**config.mk**
```make
export PLATFORM = sky130hd
export DESIGN_NAME = latch_373_driver
export DESIGN_NICKNAME = d
export VERILOG_FILES = /design/src/rtl/latch_373_driver_pkg.sv /design/src/rtl/latch_373_driver_sync_fifo.sv /design/src/rtl/latch_373_driver.sv
export SDC_FILE = /design/constraint.sdc
export NUM_CORES = 1
export LEC_CHECK = 0
export ABC_AREA = 1
export BUFFER_PORTS_ARGS = -buffer_cell sky130_fd_sc_hd__buf_2
export CAP_MARGIN = 20
export CORE_AREA = 2 2 83 85
export CTS_CLUSTER_SIZE = 8
export DETAILED_ROUTE_END_ITERATION = 16
export DIE_AREA = 0 0 85 87
export PLACE_DENSITY = 0.7
export SKIP_LAST_GASP = 1
export SLEW_MARGIN = 20
export SYNTH_ARGS = -nofsm -noshare
export SYNTH_HDL_FRONTEND = slang
export SYNTH_HIERARCHICAL = 1
export SYNTH_SLANG_ARGS = --single-unit
```
**constraint.sdc**
```tcl
create_clock -name clk -period 2.4 [get_ports clk]
set_input_delay 0.24 -clock clk [delete_from_list [all_inputs] [get_ports clk]]
set_output_delay 0.24 -clock clk [all_outputs]
set_load 0.02 [all_outputs]
```
**src/rtl/latch_373_driver_pkg.sv**
```systemverilog
// Shared types, default timing and helpers for the 74x373 latch driver.
package latch_373_driver_pkg;

  localparam int DEF_WIDTH = 8;
  localparam int DEF_DEPTH = 4;
  localparam int DEF_SETUP = 2;
  localparam int DEF_PULSE = 3;
  localparam int DEF_HOLD  = 2;

  typedef enum logic [1:0] {
    ST_IDLE   = 2'd0,
    ST_SETUP  = 2'd1,
    ST_STROBE = 2'd2,
    ST_HOLD   = 2'd3
  } state_t;

  function automatic int max3(input int a, input int b, input int c);
    int m;
    m = (a > b) ? a : b;
    return (m > c) ? m : c;
  endfunction

endpackage

```
**src/rtl/latch_373_driver_sync_fifo.sv**
```systemverilog
// Small synchronous FIFO buffering words for the latch driver; head shows the oldest entry.
module latch_373_driver_sync_fifo
  import latch_373_driver_pkg::*;
#(
  parameter int WIDTH = DEF_WIDTH,
  parameter int DEPTH = DEF_DEPTH
) (
  input  logic             clk,
  input  logic             reset,
  input  logic             push,
  input  logic [WIDTH-1:0] din,
  input  logic             pop,
  output logic [WIDTH-1:0] head,
  output logic             full,
  output logic             empty
);

  localparam int AW = $clog2(DEPTH);

  logic [WIDTH-1:0] mem [DEPTH];
  logic [AW-1:0]    wr_ptr;
  logic [AW-1:0]    rd_ptr;
  logic [AW:0]      count;
  logic             do_push;
  logic             do_pop;

  assign full    = (count == (AW+1)'(DEPTH));
  assign empty   = (count == '0);
  assign head    = mem[rd_ptr];
  assign do_push = push && !full;
  assign do_pop  = pop && !empty;

  // Storage needs no reset; only the pointers and count define validity.
  always_ff @(posedge clk) begin
    if (do_push) begin
      mem[wr_ptr] <= din;
    end
  end

  always_ff @(posedge clk or posedge reset) begin
    if (reset) begin
      wr_ptr <= '0;
      rd_ptr <= '0;
      count  <= '0;
    end else begin
      if (do_push) begin
        wr_ptr <= wr_ptr + AW'(1);
      end
      if (do_pop) begin
        rd_ptr <= rd_ptr + AW'(1);
      end
      case ({do_push, do_pop})
        2'b10:   count <= count + (AW+1)'(1);
        2'b01:   count <= count - (AW+1)'(1);
        default: count <= count;
      endcase
    end
  end

endmodule

```
**src/rtl/latch_373_driver.sv**
```systemverilog
// Sequences buffered words onto a 74x373 latch bank with programmable setup/pulse/hold timing.
module latch_373_driver
  import latch_373_driver_pkg::*;
#(
  parameter int WIDTH = DEF_WIDTH,
  parameter int DEPTH = DEF_DEPTH,
  parameter int SETUP = DEF_SETUP,
  parameter int PULSE = DEF_PULSE,
  parameter int HOLD  = DEF_HOLD
) (
  input  logic             clk,
  input  logic             reset,
  input  logic             wr_valid,
  output logic             wr_ready,
  input  logic [WIDTH-1:0] wr_data,
  input  logic             oe_en,
  output logic [WIDTH-1:0] lat_d,
  output logic             lat_le,
  output logic             lat_oc_n,
  output logic             busy,
  output logic             done
);

  localparam int CW = $clog2(max3(SETUP, PULSE, HOLD) + 1);
  localparam logic [CW-1:0] SETUP_LD = CW'(SETUP - 1);
  localparam logic [CW-1:0] PULSE_LD = CW'(PULSE - 1);
  localparam logic [CW-1:0] HOLD_LD  = CW'(HOLD - 1);
  localparam logic [CW-1:0] ONE      = CW'(1);

  state_t           state_q, state_d;
  logic [CW-1:0]    cnt_q, cnt_d;
  logic [WIDTH-1:0] d_q, d_d;
  logic             le_q, le_d;
  logic             done_q, done_d;
  logic             oc_q;
  logic             push, pop, full, empty;
  logic [WIDTH-1:0] head;

  assign wr_ready = !full;
  assign push     = wr_valid && !full;
  assign busy     = (state_q != ST_IDLE) || !empty;
  assign lat_d    = d_q;
  assign lat_le   = le_q;
  assign lat_oc_n = oc_q;
  assign done     = done_q;

  latch_373_driver_sync_fifo #(
    .WIDTH (WIDTH),
    .DEPTH (DEPTH)
  ) u_fifo (
    .clk   (clk),
    .reset (reset),
    .push  (push),
    .din   (wr_data),
    .pop   (pop),
    .head  (head),
    .full  (full),
    .empty (empty)
  );

  always_ff @(posedge clk or posedge reset) begin
    if (reset) begin
      state_q <= ST_IDLE;
      cnt_q   <= '0;
      d_q     <= '0;
      le_q    <= 1'b0;
      done_q  <= 1'b0;
      oc_q    <= 1'b1;
    end else begin
      state_q <= state_d;
      cnt_q   <= cnt_d;
      d_q     <= d_d;
      le_q    <= le_d;
      done_q  <= done_d;
      oc_q    <= ~oe_en;
    end
  end

  // HOLD pops the next word straight into SETUP so back-to-back words have no idle gap.
  always_comb begin
    state_d = state_q;
    cnt_d   = cnt_q;
    d_d     = d_q;
    le_d    = 1'b0;
    done_d  = 1'b0;
    pop     = 1'b0;
    case (state_q)
      ST_IDLE: begin
        if (!empty) begin
          pop     = 1'b1;
          d_d     = head;
          cnt_d   = SETUP_LD;
          state_d = ST_SETUP;
        end
      end
      ST_SETUP: begin
        if (cnt_q == '0) begin
          le_d    = 1'b1;
          cnt_d   = PULSE_LD;
          state_d = ST_STROBE;
        end else begin
          cnt_d = cnt_q - ONE;
        end
      end
      ST_STROBE: begin
        if (cnt_q == '0) begin
          cnt_d   = HOLD_LD;
          state_d = ST_HOLD;
        end else begin
          le_d  = 1'b1;
          cnt_d = cnt_q - ONE;
        end
      end
      ST_HOLD: begin
        if (cnt_q == '0) begin
          done_d = 1'b1;
          if (!empty) begin
            pop     = 1'b1;
            d_d     = head;
            cnt_d   = SETUP_LD;
            state_d = ST_SETUP;
          end else begin
            state_d = ST_IDLE;
          end
        end else begin
          cnt_d = cnt_q - ONE;
        end
      end
      default: state_d = ST_IDLE;
    endcase
  end

endmodule
```
After elaboration in Yosys (flattened, before gate mapping). Memory sizes are Yosys's and may differ from the RTL's. Cells that the tools add are included. W data, S select, Z words.

Mux-type cells: 24. Reductions and logical operators: 14. Bitwise operators: 1. $add $sub $neg: 5. Eq/ne operators: 10.

Operators with widths (number): $mux W2 (8); $mux W8 (2); $pmux W2 S4 (2); $pmux W8 S2 (1); $mux W1 (8); $ne A2 B2 Y1 const B (4); $eq A2 B2 Y1 const B (3); $pmux W3 S2 (1); $reduce_bool A2 Y1 (3); $add A2 B1 Y2 const B (2); $eq A2 B1 Y1 const B (2); $logic_not A2 Y1 (2); $pmux W1 S2 (2); $reduce_and A4 Y1 (1); $add A3 B1 Y3 const B (1); $eq A3 B3 Y1 const B (1); $logic_and A1 B1 Y1 (3); $logic_not A3 Y1 (1); $sub A3 B1 Y3 const B (1); $logic_not A1 Y1 (2); $reduce_and A2 Y1 (1); $sub A2 B1 Y2 const B (1); $logic_or A1 B1 Y1 (1); $not A1 Y1 (1).

Output and inout bits: 13. Logic and storage cells: 64. Register bits: 22. Memory bits (writable): 32. Input port bits: 12. Memories kept: 1.

Memory list: u_fifo.mem (words 4, width 8, rd ports 1, clocked after memory_dff 0, write ports 1, RTL line latch_373_driver_sync_fifo.sv:20) `logic [WIDTH-1:0] mem [DEPTH];`.

Longest topological paths before layout.
Depth after elaboration: 7. Gate-level depth with buffers: 16. Depth with buffers taken out: 16.

By module. The synthesis kept the hierarchy.

Modules (own cells, without submodules): latch_373_driver_sync_fifo (area an instance 1755.4 um2, instances 1, cells an instance 155); latch_373_driver (area an instance 875.8 um2, instances 1, cells an instance 108).

Worst setup path before layout. No wires, ideal clock.

Path type: register to register. Start point: register state_q[0]. End point: register u_fifo.count[2]. Cell stages (with the launch flop): 15. Data arrival time: 2107 ps. Setup slack: 176 ps. Path through: dfrtp_1 inv_1 ha_1 nor2_4 o21ai_1 inv_1 nand2_1 inv_1 ha_1 inv_1 fa_1 nand2_1 nand3_1 nand2_1 nand2_1.

Cells in the longest elaborated chain, start to end: 5. Elaborated cells between the ends (all ways): 8. Those cells by class: eq/ne (3); mux (2); reduce/logical (3).

RTL lines: from (decl) (RTL line latch_373_driver.sv:30) `state_t state_q, state_d;`; from (signal assigned) (RTL line latch_373_driver.sv:70) `state_q <= state_d;`; $eq A2 B2 Y1 / $logic_not A2 Y1 (equally long branches) (RTL line latch_373_driver.sv:87) `case (state_q)`; $pmux W1 S2 * (RTL line latch_373_driver.sv:87); via pop (RTL line latch_373_driver.sv:36) `logic push, pop, full, empty;`; $logic_and A1 B1 Y1 * (RTL line latch_373_driver_sync_fifo.sv:31) `assign do_pop = pop && !empty;`; via u_fifo.do_pop (RTL line latch_373_driver_sync_fifo.sv:25) `logic do_pop;`; $eq A2 B1 Y1 / $eq A2 B2 Y1 (equally long branches) (RTL line latch_373_driver_sync_fifo.sv:52) `case ({do_push, do_pop})`; $pmux W3 S2 / $reduce_bool A2 Y1 (equally long branches); to (signal assigned) (RTL line latch_373_driver_sync_fifo.sv:53) `2'b10: count <= count + (AW+1)'(1);`; to (signal assigned) (RTL line latch_373_driver_sync_fifo.sv:54) `2'b01: count <= count - (AW+1)'(1);`; to (signal assigned) (RTL line latch_373_driver_sync_fifo.sv:55) `default: count <= count;`; to (decl) (RTL line latch_373_driver_sync_fifo.sv:23) `logic [AW:0] count;`.

Mark *: on every way through the listed nets, which the timed path passes. The rest lies on a longest branch. A chain may end at the register's enable or synchronous reset.

Worst setup path in the final report. Ends and elaborated chain as after synthesis.

==> impl_metrics.yaml <==
power_and_ir_drop:
  clockPowerShare_pct: 13.8
  p_sw_share_pct: 43.71
  vdd_drop_max_mv: 0.6438
  powerDensity_nw_per_um2: 1314
  finalPower_mw: 3.898
  seq_power_share_pct: 37.9
  leakage_nw: 1.470
  p_sw_mw: 1.704
  combPwrFrac_pct: 48.3
  p_int_mw: 2.194
placement:
  dp_slack_ns: 0.1624
  port_buffers: 24
  hpwl_um: 3320
  place.gp.congestion: 0.7848
  dp.cells: 367
critical_path:
  worstPathArrival_ns: 2.43
  reg2reg_depth: 14
  ff2ff_setup_slack_ns: 0.19
  crit_type: "reg -> reg"
  path_max_fanout: 5
  cpLargestDelayFamily: "adder cells"
  reg2reg_to: "u_fifo/count[2]$_DFFE_PP0P_"
  startpoint_type: "flip-flop"
  cp_cell_sequence: "inv_1 -> ha_4 -> nor2_4 -> o21ai_1 -> inv_1 -> nand2_1 -> inv_1 -> ha_1 -> inv_1 -> fa_1 -> nand2_1 -> nand3_1 -> nand2_1 -> nand2_1"
  crit_buf_inv: 4
  timing.rr.start: "state_q[0]$_DFFE_PP0P_"
  worst_setup_path_end_kind: "flip-flop"
  crit_slowest_cell: "dfrtp_1"
  critical_path_required_ns: 2.61
  slowest_delay_ns: 0.44
floorplanning:
  die-area_um2: 7395
  num_rows: 30
  fp.dieH_um: 87
  start_util_pct: 40.06
  core_um2: 6569
  ios: 25
  fp.dieW_um: 85
detailed_routing:
  wl_per_cell_um: 12.04
  vias_per_cell: 4.663
  drc: 0
  dr.pass1.iters: 4
  drt_iter0_drc: 67
  ant_nets: 0
  drt_wl_total_um: 4539
  via_count: 1758
grt:
  grt_pass1_vias: 1748
  globalRouteOverflowTotal: 0
  grt_pass1_wl_um: 7935
  grt_max_degree: 34
  grtUsageTotal_pct: 13.50
  antenna_found_initial: 0
layout:
  area_growth_pct: 12.74
  fin_nets: 324
  stdcell_count: 377
  antenna_cells: 0
  fillers: 622
  drive_gt1_share_pct: 18.86
status:
  status: "finished, final reports clean"
sta:
  finalHoldViolations: 0
  rsz0062_at_grt: "false"
  timing.hold.ws_ns: 0.02677
  finalCritPeriodShare_pct: 92.25
  min_period_ns: 2.214
  finalMaxSlewViolations: 0
  worst_pin_slew_ns: 0.5701
  fmax_ghz: 0.4517
  setup_ws_ns: 0.1860
  fin_skew_ns: 0.01149
  setup_viol: 0
  slew_headroom_pct: 61.95
  finalSetupTns_ns: 0
clock_network:
  h-tree-depth: 2
  clock_path_buffers: 2
  insertion_delay_ns: 0.31
  numClockSinks: 54
  cts_tree: "yes"
  clock-root-buffer: "clkbuf_8"
  numCtsBuffers: 5
  path_clk_slew_ns: 0.11
logic_synthesis:
  synthFlopType: "edfxtp_1"
  syn-num-nets: 291
  syn_inst: 263
  netlist_area_um2: 2631
  synth_seq_area_share_pct: 57.49
  synth_top_area_share_pct: 36.52
  async_reset_ff_share_pct: 40.74
  syn_avg_cell_area_um2: 10.00
  synth_area_leaders: "edfxtp_1 (37%), dfrtp_1 (20%), nand2_1 (11%)"
  yosys.area.top_type: "edfxtp_1"
  synth.distinct_cells: 24
  yosys_register_bits: 54
  synth-edff-count: 32
  synth_warnings: 6
worst_hold_path:
  worstHoldPathType: "in -> reg"
  hold_path_end: "lat_oc_n$_DFF_PP1_"
  hold_start: "oe_en"
  whs_path_depth: 2
job:
  drv_cap: 0
==> cells in the final DEF, fill, tap and decap left out <==
master	n
nand2_1	80
inv_1	46
edfxtp_1	32
buf_2	24
nand3_1	21
dfrtp_1	21
o211ai_1	16
ha_1	12
buf_4	6
inv_2	5
nor2_1	5
clkbuf_8	5
nand2_4	3
nand2_2	2
o21ai_1	2
ha_2	2
nand3_2	2
nor2_4	1
o22ai_1	1
nor2_2	1
ha_4	1
inv_8	1
inv_6	1
clkinv_4	1
dlygate4sd3_1	1
dfstp_2	1
xnor2_1	1
o21ai_0	1
nand4_1	1
fa_1	1
==> Yosys cell counts, types with 2 or more instances <==
cell      instances
inv_1            47
dfrtp_1          21
buf_6             3
ha_1             15
nand3_1          21
nand3_2           2
nand2_2           2
inv_2             4
o21ai_1           2
nand2_4           3
o211ai_1         16
nor2_1            5
edfxtp_1         32
nand2_1          80
==> cells by family after synthesis <==
logic type      Yosys count  synth area share (%)
simple gates            116                 19.54
xor+xnor                  1                0.3329
compound gates           20                 5.373
flops                    54                 57.49
buf+inv                  56                 9.367
fa+ha+maj                16                 7.894
==> routing by layer <==
metal | up-vias | GRT usage (%) | part of all wire [%]
met5 | - | 0 | 0
met4 | 0 | 3.463 | 0.35
met3 | 2 | 3.223 | 3.5
met2 | 31 | 23.93 | 51
met1 | 820 | 16.59 | 45
li1 | 905 | - | -
==> what timing repair did <==
action / in CTS / in global routing
endpoints found under the hold margin: 11 / 0
buffers inserted: 0 / 1
hold buffers: 1 / 0
resized for setup: 0 / 4
setup endpoints to repair: 0 / 2
==> state kept, by name, summed over array words and instances, names as in the netlist <==
signal,flops
lat_d,8
lat_oc_n,1
u_fifo/rd_ptr,2
state_q,2
done,1
u_fifo/count,3
u_fifo/mem,32
lat_le,1
cnt_q,2
u_fifo/wr_ptr,2
==> area by class of cell <==
| class | count | area (µm²) | share of cell area, % |
|---|---|---|---|
| Clock buffer | 5 | 68.82 | 2.320 |
| Timing Repair Buffer | 31 | 175.2 | 5.905 |
| Multi-Input combinational cell | 153 | 889.6 | 29.99 |
| Sequential cell | 54 | 1513 | 50.99 |
| Clock inverter | 3 | 28.78 | 0.9701 |
| Inverter | 51 | 191.4 | 6.453 |
| Tap cell | 80 | 100.1 | 3.374 |
==> worst max path at each step <==
stage / slack [ns] / startpoint / end / cells after the start
final: 0.19 / state_q[0]$_DFFE_PP0P_ / u_fifo/count[2]$_DFFE_PP0P_ / 14
after global routing: 0.001 / state_q[0]$_DFFE_PP0P_ / u_fifo/count[2]$_DFFE_PP0P_ / 14
after CTS: 0.13 / state_q[0]$_DFFE_PP0P_ / u_fifo/count[2]$_DFFE_PP0P_ / 14
after detailed placement: 0.16 / state_q[0]$_DFFE_PP0P_ / u_fifo/count[2]$_DFFE_PP0P_ / 14
after global placement: 0.26 / state_q[0]$_DFFE_PP0P_ / u_fifo/count[2]$_DFFE_PP0P_ / 14
after floorplan: 0.18 / state_q[0]$_DFFE_PP0P_ / u_fifo/count[2]$_DFFE_PP0P_ / 14
==> power by group through the flow <==
stage / logic, mW / registers (mW) / clock network (mW)
global placement: 1.80 / 1.48 / 0
floorplan: 1.37 / 1.54 / 0
CTS: 1.86 / 1.48 / 0.561
finish: 1.88 / 1.48 / 0.538
global route: 2.18 / 1.51 / 0.596
detailed placement: 1.85 / 1.50 / 0
==> per-stage QoR <==
step	util (%)	area (µm²)
final	45.16	2967
after floorplan	-	2631
after detailed placement	43.14	2834
after CTS	44.78	2942
after global routing	45.16	2967
after global placement	43.14	2834
Note: power is estimated with default switching activity, not from simulation.
